## config.mk

```make
export PLATFORM = sky130hd
export DESIGN_NAME = register_file_mp
export DESIGN_NICKNAME = d
export VERILOG_FILES = /design/src/rtl/register_file_mp.sv
export SDC_FILE = /design/constraint.sdc
export NUM_CORES = 2
export LEC_CHECK = 0
export BUFFER_PORTS_ARGS = -buffer_cell sky130_fd_sc_hd__buf_2
export CAP_MARGIN = 20
export CORE_ASPECT_RATIO = 1.25
export CORE_UTILIZATION = 51
export CTS_CLUSTER_DIAMETER = 40
export CTS_CLUSTER_SIZE = 16
export DETAILED_ROUTE_END_ITERATION = 7
export PLACE_DENSITY = 0.7
export SKIP_LAST_GASP = 1
export SYNTH_ARGS = -nofsm -noshare
export SYNTH_HDL_FRONTEND = slang
export SYNTH_SLANG_ARGS = --single-unit
```

## constraint.sdc

```tcl
create_clock -name clk -period 42 [get_ports clk]
set_input_delay 8.4 -clock clk [delete_from_list [all_inputs] [get_ports clk]]
set_output_delay 8.4 -clock clk [all_outputs]
set_load 0.02 [all_outputs]
```

## src/rtl/register_file_mp.sv

```systemverilog
// Multi-port register file with per-byte write merging, optional write-first bypass,
// optional registered read and a one-entry-per-cycle clear sweep.
module register_file_mp #(
  parameter int DATA_W   = 32,
  parameter int DEPTH    = 32,
  parameter int NUM_RD   = 2,
  parameter int NUM_WR   = 1,
  parameter int ZERO_REG = 1,
  parameter int BYPASS   = 1,
  parameter int RD_REG   = 0,
  localparam int AW      = $clog2(DEPTH),
  localparam int NB      = DATA_W / 8
) (
  input  logic                     clk,
  input  logic                     rst,
  input  logic [NUM_WR-1:0]        wr_en,
  input  logic [NUM_WR*AW-1:0]     wr_addr,
  input  logic [NUM_WR*DATA_W-1:0] wr_data,
  input  logic [NUM_WR*NB-1:0]     wr_be,
  input  logic [NUM_RD*AW-1:0]     rd_addr,
  output logic [NUM_RD*DATA_W-1:0] rd_data,
  input  logic                     clr_req,
  output logic                     clr_busy,
  output logic                     clr_done
);

  localparam logic [1:0]    S_IDLE  = 2'd0;
  localparam logic [1:0]    S_CLEAR = 2'd1;
  localparam logic [1:0]    S_DONE  = 2'd2;
  localparam logic [AW:0]   LIM     = (AW+1)'(DEPTH);
  localparam logic [AW-1:0] LAST    = AW'(DEPTH - 1);

  logic [DATA_W-1:0] r_mem [DEPTH];
  logic [1:0]        r_state;
  logic [AW-1:0]     r_ptr;
  logic              w_busy;
  logic [NUM_WR-1:0] w_wr_eff;

  assign w_busy   = (r_state == S_CLEAR);
  assign clr_busy = w_busy;
  assign clr_done = (r_state == S_DONE);

  genvar gi;
  generate
    for (gi = 0; gi < NUM_WR; gi++) begin : g_eff
      logic [AW-1:0] w_wa;
      assign w_wa = wr_addr[gi*AW +: AW];
      assign w_wr_eff[gi] = wr_en[gi] && !w_busy && ({1'b0, w_wa} < LIM) &&
                            !((ZERO_REG != 0) && (w_wa == '0));
    end
  endgenerate

  // Later ports overwrite earlier ones byte by byte, so the highest port wins per byte.
  always_ff @(posedge clk or posedge rst) begin
    if (rst) begin
      for (int e = 0; e < DEPTH; e++) r_mem[e] <= '0;
    end else if (w_busy) begin
      r_mem[r_ptr] <= '0;
    end else begin
      for (int p = 0; p < NUM_WR; p++) begin
        if (w_wr_eff[p]) begin
          for (int b = 0; b < NB; b++) begin
            if (wr_be[p*NB + b])
              r_mem[wr_addr[p*AW +: AW]][b*8 +: 8] <= wr_data[p*DATA_W + b*8 +: 8];
          end
        end
      end
    end
  end

  always_ff @(posedge clk or posedge rst) begin
    if (rst) begin
      r_state <= S_IDLE;
      r_ptr   <= '0;
    end else begin
      case (r_state)
        S_IDLE: begin
          if (clr_req) begin
            r_state <= S_CLEAR;
            r_ptr   <= '0;
          end
        end
        S_CLEAR: begin
          if (r_ptr == LAST) r_state <= S_DONE;
          else               r_ptr   <= r_ptr + AW'(1);
        end
        S_DONE: begin
          r_state <= S_IDLE;
          r_ptr   <= '0;
        end
        default: r_state <= S_IDLE;
      endcase
    end
  end

  generate
    for (gi = 0; gi < NUM_RD; gi++) begin : g_rd
      logic [AW-1:0]     w_ra;
      logic [DATA_W-1:0] w_val;
      assign w_ra = rd_addr[gi*AW +: AW];

      // Clear writes never count as effective, so they are never forwarded.
      always_comb begin
        w_val = '0;
        if (({1'b0, w_ra} < LIM) && !((ZERO_REG != 0) && (w_ra == '0))) begin
          w_val = r_mem[w_ra];
          if (BYPASS != 0) begin
            for (int p = 0; p < NUM_WR; p++) begin
              if (w_wr_eff[p] && (wr_addr[p*AW +: AW] == w_ra)) begin
                for (int b = 0; b < NB; b++) begin
                  if (wr_be[p*NB + b])
                    w_val[b*8 +: 8] = wr_data[p*DATA_W + b*8 +: 8];
                end
              end
            end
          end
        end
      end

      if (RD_REG != 0) begin : g_reg
        logic [DATA_W-1:0] r_rd;
        always_ff @(posedge clk or posedge rst) begin
          if (rst) r_rd <= '0;
          else     r_rd <= w_val;
        end
        assign rd_data[gi*DATA_W +: DATA_W] = r_rd;
      end else begin : g_comb
        assign rd_data[gi*DATA_W +: DATA_W] = w_val;
      end
    end
  endgenerate

endmodule

```

## After elaboration in Yosys (flattened, before gate mapping)

Cells that the tools add are included.

- Muxes and demuxes: 50
- Shifts and indexed selects: 0
- $lt $le $gt $ge: 6
- Add/sub/neg operators: 1
- Reduce and logical (&&, ||, !) cells: 16
- $mul: 0
- Bitwise logic cells: 6
- Equal/unequal tests: 8
- Div/mod/pow operators: 0

Operators with widths:

| kind | number |
|---|---|
| 1024-bit two-way mux | 12 |
| 1024-bit bitwise mux | 4 |
| 1024-bit AND | 1 |
| 1024-bit NOT | 1 |
| 32-bit demux with 5-bit select | 5 |
| 32-bit binary-select mux with 5-bit select | 2 |
| 32-bit two-way mux | 10 |
| 8-bit two-way mux | 9 |
| 6-bit greater-or-equal comparator, second input constant | 4 |
| 24-bit two-way mux | 1 |
| 5-bit NOT with 6-bit output | 4 |
| 16-bit two-way mux | 1 |
| 5-bit logical NOT | 3 |
| 5-bit one-hot mux with 3 select lines | 1 |
| 6-bit by 1-bit less-than comparator with 1-bit output, second input constant | 2 |
| 5-bit == test | 2 |
| 5-bit two-way mux | 2 |
| 1-bit logical AND | 6 |
| 5-bit by 1-bit adder with 5-bit output, second input constant | 1 |
| 5-bit == test, second input constant | 1 |
| 2-bit two-way mux | 2 |
| 2-bit != test, second input constant | 2 |
| 2-bit one-hot mux with 2 select lines | 1 |
| 3-bit AND reduction | 1 |
| other kinds (8) | 9 |

- Memories kept: 0
- Word-level logic and storage cells: 121
- Memory bits (read-only): 0
- Register bits after elaboration: 1031
- Latch bits: 0
- Input port bits: 55
- RAM bits: 0

## Longest topological paths before layout

- Word-level depth: 21
- Mapped depth: 11

## Worst setup path before layout

Ideal clock, no wire load.

- Path type: in2out
- From: input port wr_addr[4]
- To: output port rd_data[49]
- Cell stages on the path: 8
- Arrival time: 10.273 ns
- Slack: 23.327 ns
- Data required time: 33.600 ns
- Path through: buf_2 -> or3_1 -> buf_2 -> o21ai_4 -> nor2_2 -> nand4_1 -> nand2_1 -> o32ai_1

- Longest elaborated chain between the ends: 6
- Elaborated cells between the ends (all ways): 7

RTL lines:

| element | RTL line | RTL |
|---|---|---|
| start, declared | 17 | `input logic [NUM_WR*AW-1:0] wr_addr,` |
| 5-bit logical NOT | 49 | `!((ZERO_REG != 0) && (w_wa == '0));` |
| 1-bit logical NOT | 49 |  |
| 1-bit logical AND | 48 | `assign w_wr_eff[gi] = wr_en[gi] && !w_busy && ({1'b0, w_wa} < LIM) &&` |
| 1-bit logical AND * | 109 | `if (w_wr_eff[p] && (wr_addr[p*AW +: AW] == w_ra)) begin` |
| 32-bit two-way mux * | 109 |  |
| 32-bit two-way mux * | 105 | `if (({1'b0, w_ra} < LIM) && !((ZERO_REG != 0) && (w_ra == '0))) begin` |
| end, declared | 21 | `output logic [NUM_RD*DATA_W-1:0] rd_data,` |

Mark *: on every way between the ends. The rest lies on a longest branch, timed or not.

## Final worst setup path

- From: input port rd_addr[5]
- To: output port rd_data[34]

- Longest elaborated chain between the ends: 7
- Elaborated cells between the ends (all ways): 10

RTL lines:

| element | RTL line | RTL |
|---|---|---|
| start, declared | 20 | `input logic [NUM_RD*AW-1:0] rd_addr,` |
| 5-bit NOT with 6-bit output (implied by the code) | 106 | `w_val = r_mem[w_ra];` |
| 32-bit binary-select mux with 5-bit select | 106 |  |
| 32-bit two-way mux (implied by the code) (2 in a row) | 106 |  |
| 8-bit two-way mux | 111 | `if (wr_be[p*NB + b])` |
| 32-bit two-way mux | 109 |  |
| 32-bit two-way mux * | 105 |  |

Mark *: on every way between the ends. The rest lies on a longest branch, timed or not. The select of a mux whose other input is x is not followed.

==> impl_metrics.py <==
metrics = {
    "placed_design": {
        "dp.cells": 5468,
        "hpwlAfterDp_mm": 136.8,
        "io_buffers": 120,
        "gp_congestion": 0.9997,
    },
    "power": {
        "p_sw_uw": 843.4,
        "share_seq_of_total_power_pct": 41.3,
        "p_sw_share_pct": 32.18,
        "power_uw": 2620,
        "p_leak_uw": 0.02471,
        "p_per_area_nw_per_um2": 42.84,
        "p_comb_share_pct": 16.5,
        "internal_power_uw": 1777,
        "irDropWorstVdd_uv": 39.35,
        "p_clk_share_pct": 42.2,
    },
    "route": {
        "wl_met1_mm": 72.97,
        "wire_per_inst_um": 37.00,
        "avgViaCountPerCell": 7.773,
        "highest_layer": "met5",
        "drt_first_pass_iters": 8,
        "dr.first_iter.drc_count": 6848,
        "met3_length_mm": 30.93,
        "dr_total_vias": 44410,
        "ant_nets": 0,
        "wl_mm": 211.4,
        "met2_length_mm": 89.65,
        "drc": 9,
    },
    "cells_and_area": {
        "final_cells": 5713,
        "fin_util_pct": 57.18,
        "finalNetCount": 4229,
        "area_growth_pct": 10.90,
        "drive_gt1_share_pct": 25.84,
    },
    "global_routing": {
        "grt_pass1_vias": 43800,
        "antenna_found_initial": 13,
        "overflow": 0,
        "grt_first_pass_wirelength_mm": 309.5,
        "grt_use_total_pct": 39.16,
        "grt_max_degree": 173,
    },
    "setup_path": {
        "max_stage_delay_ns": 0.87,
        "required_ns": 33.60,
        "crit_slowest_cell": "buf_4",
        "critPathMostFrequentCell": "buf_4",
        "path_cells": "buf_8 > buf_4 > buf_4 > mux4_2 > and2_0 > o21a_1 > a221oi_1 > a2bb2oi_1 > o21ai_1 > buf_2",
        "cp-end-kind": "output pin",
        "critical_path_class": "primary input to output pin",
        "path_max_fanout": 47,
        "worst_setup_path_start_kind": "primary input",
        "arrival_ns": 12.61,
    },
    "timing": {
        "setup-tns-final_ns": 0,
        "period_share_pct": 50.02,
        "setup_viol": 0,
        "finalClockSkew_ns": 0.02999,
        "maxSlewHeadroom_pct": 9.388,
        "max_freq_mhz": 47.60,
        "hold_violations": 0,
        "rsz0062_at_grt": "no",
        "fin_crit_ns": 21.01,
        "slew_violations": 0,
        "tightestPinTransition_ns": 1.359,
        "hold_ws_ns": 0.5067,
    },
    "synthesis": {
        "syn_area_um2": 55150,
        "ys_ff_latch": 1031,
        "synth_nets": 4196,
        "avgSynthCellArea_um2": 13.33,
        "ys_warn_count": 0,
        "async_flop_share_pct": 100.0,
        "synth_ff_type": "dfrtp_1",
        "ys_types": 78,
        "synth_edf_count": 0,
        "synth_area_leaders": "dfrtp_1 47%, mux4_2 20%, o2bb2ai_1 13%",
        "synth_top_area_share_pct": 46.78,
        "syn_inst": 4136,
        "synth.largest_area_cell": "dfrtp_1",
        "ys_seq_area_share_pct": 46.78,
    },
    "floorplan": {
        "core_um2": 107000,
        "dieArea_um2": 109500,
        "die_h_um": 369.7,
        "ios": 121,
        "rows": 134,
        "chipWidth_um": 296.1,
        "start_util_pct": 51.56,
    },
    "clocking": {
        "cts.path.max_buffers": 3,
        "hold_buffers": 0,
        "post-cts-setup-buffers": 0,
        "clk_pin_slew_ns": 0.06,
        "cts_tree": "done",
        "clock_latency_ns": 0.79,
        "htreeDepth": 3,
        "clock_sink_count": 1031,
        "numCtsBuffers": 121,
        "clockRootBuffer": "clkbuf_16",
        "cts-resized-gates": 0,
    },
    "min_path": {
        "hold_class": "register to register",
    },
    "run": {
        "maxCapViolations": 0,
    },
    "outcome": {
        "violations": "design-rule violations",
        "status": "complete, but fails checks",
    },
}
[worst max-delay path, delay by kind of cell]
family | cells | cell delay (ns)
buf+inv | 4 | 2.36
compound gates | 4 | 0.94
simple gates | 1 | 0.20
mux | 1 | 0.60
[logic make-up (layout without fill, tap and decap cells)]
group / count (synthesis) / after routing / synth area share [%]
buffers and inverters: 346 / 486 / 3.308
other: 0 / 9 / 0
multiplexers: 641 / 641 / 22.60
flip-flops: 1031 / 1031 / 46.78
adder cells (fa/ha/maj): 5 / 5 / 0.1134
AND/OR/NAND/NOR: 685 / 685 / 5.937
XOR/XNOR: 10 / 10 / 0.1588
AO/OA/AOI/OAI: 1418 / 1418 / 21.10
[worst paths after layout]
path / slack (ns) / cells after the start / to / startpoint
min in group asynchronous: 7.83 / 2 / r_mem[456] / rst
max in group asynchronous: 31.05 / 5 / r_mem[918] / rst
max: 20.99 / 10 / rd_data[34] / rd_addr[5]
max reg2reg: 38.61 / 7 / r_mem[395] / r_state[1]
min reg2reg: 0.51 / 1 / r_mem[789] / r_mem[789]
min: 0.51 / 1 / r_mem[789] / r_mem[789]
[area by class of cell]
type                       instances  area (µm²)
clock buffer                     136        3207
sequential                      1031       25800
fill                            8675       45810
tap                             1428        1787
clock inverter                    94       991.0
multi-input combinational       2759       27570
timing repair buffer             241        1717
inverter                          15       67.56
antenna                            9       22.52
[sequential cells by signal, summed over array words and instances, names as in the netlist]
name and cells:
r_mem 1024, r_ptr 5, r_state 2
[Yosys cell counts, types with 7 or more instances]
cell type  count
a32o_1       117
nand3_1       46
buf_6         32
nand2_2       85
nand2_1      343
o211ai_1       8
dfrtp_1     1031
o22ai_1       42
nor2_1        70
a221oi_1      56
nor2b_1       11
nand4_1       10
buf_2         75
o2bb2ai_1    834
nand2b_1       9
buf_4         24
inv_1         11
o21ai_1       94
mux4_2       482
a32oi_1       10
buf_1         22
mux2i_1      157
buf_8          7
clkbuf_1     169
o21ai_0       29
and2_1        45
a22o_1        13
a22oi_1       64
a21oi_1       85
o21ai_2       19
[power groups by stage]
stage | clock network (µW) | logic (µW) | registers, µW
2_1_floorplan | 0 | 276 | 1080
3_3_place_gp | 0 | 406 | 1090
3_5_place_dp | 0 | 411 | 1100
4_1_cts | 1110 | 412 | 1080
5_1_grt | 1150 | 443 | 1090
6_report | 1110 | 432 | 1080
[through the flow]
stage          instance area (µm²)  worst slack (ns)
2_1_floorplan                55150             4.585
3_3_place_gp                 56760             21.04
3_5_place_dp                 56820             21.00
4_1_cts                      61020             21.01
5_1_grt                      61140             20.74
6_report                     61160             20.99
[routing by layer]
layer,vias up,GRT usage (%)
met5,-,0
met1,22680,50.03
met3,949,15.81
li1,17060,-
met2,3707,54.30
met4,12,26.86
[cell usage in the layout, fill, tap and decap left out, types with 10 or more instances in the layout]
cell,instances
a21oi_1,85
a221oi_1,56
a22o_1,13
a22oi_1,64
a32o_1,117
a32oi_1,10
and2_1,44
buf_2,113
buf_4,112
clkbuf_16,123
clkinv_2,16
clkinv_4,13
clkinvlp_4,12
dfrtp_1,1031
inv_6,23
inv_8,17
mux2i_1,157
mux4_2,482
nand2_1,343
nand2_2,85
nand3_1,46
nand4_1,10
nor2_1,63
o21ai_0,29
o21ai_1,94
o21ai_2,19
o22ai_1,42
o2bb2ai_1,834
Power figures use the tool's default switching activity.
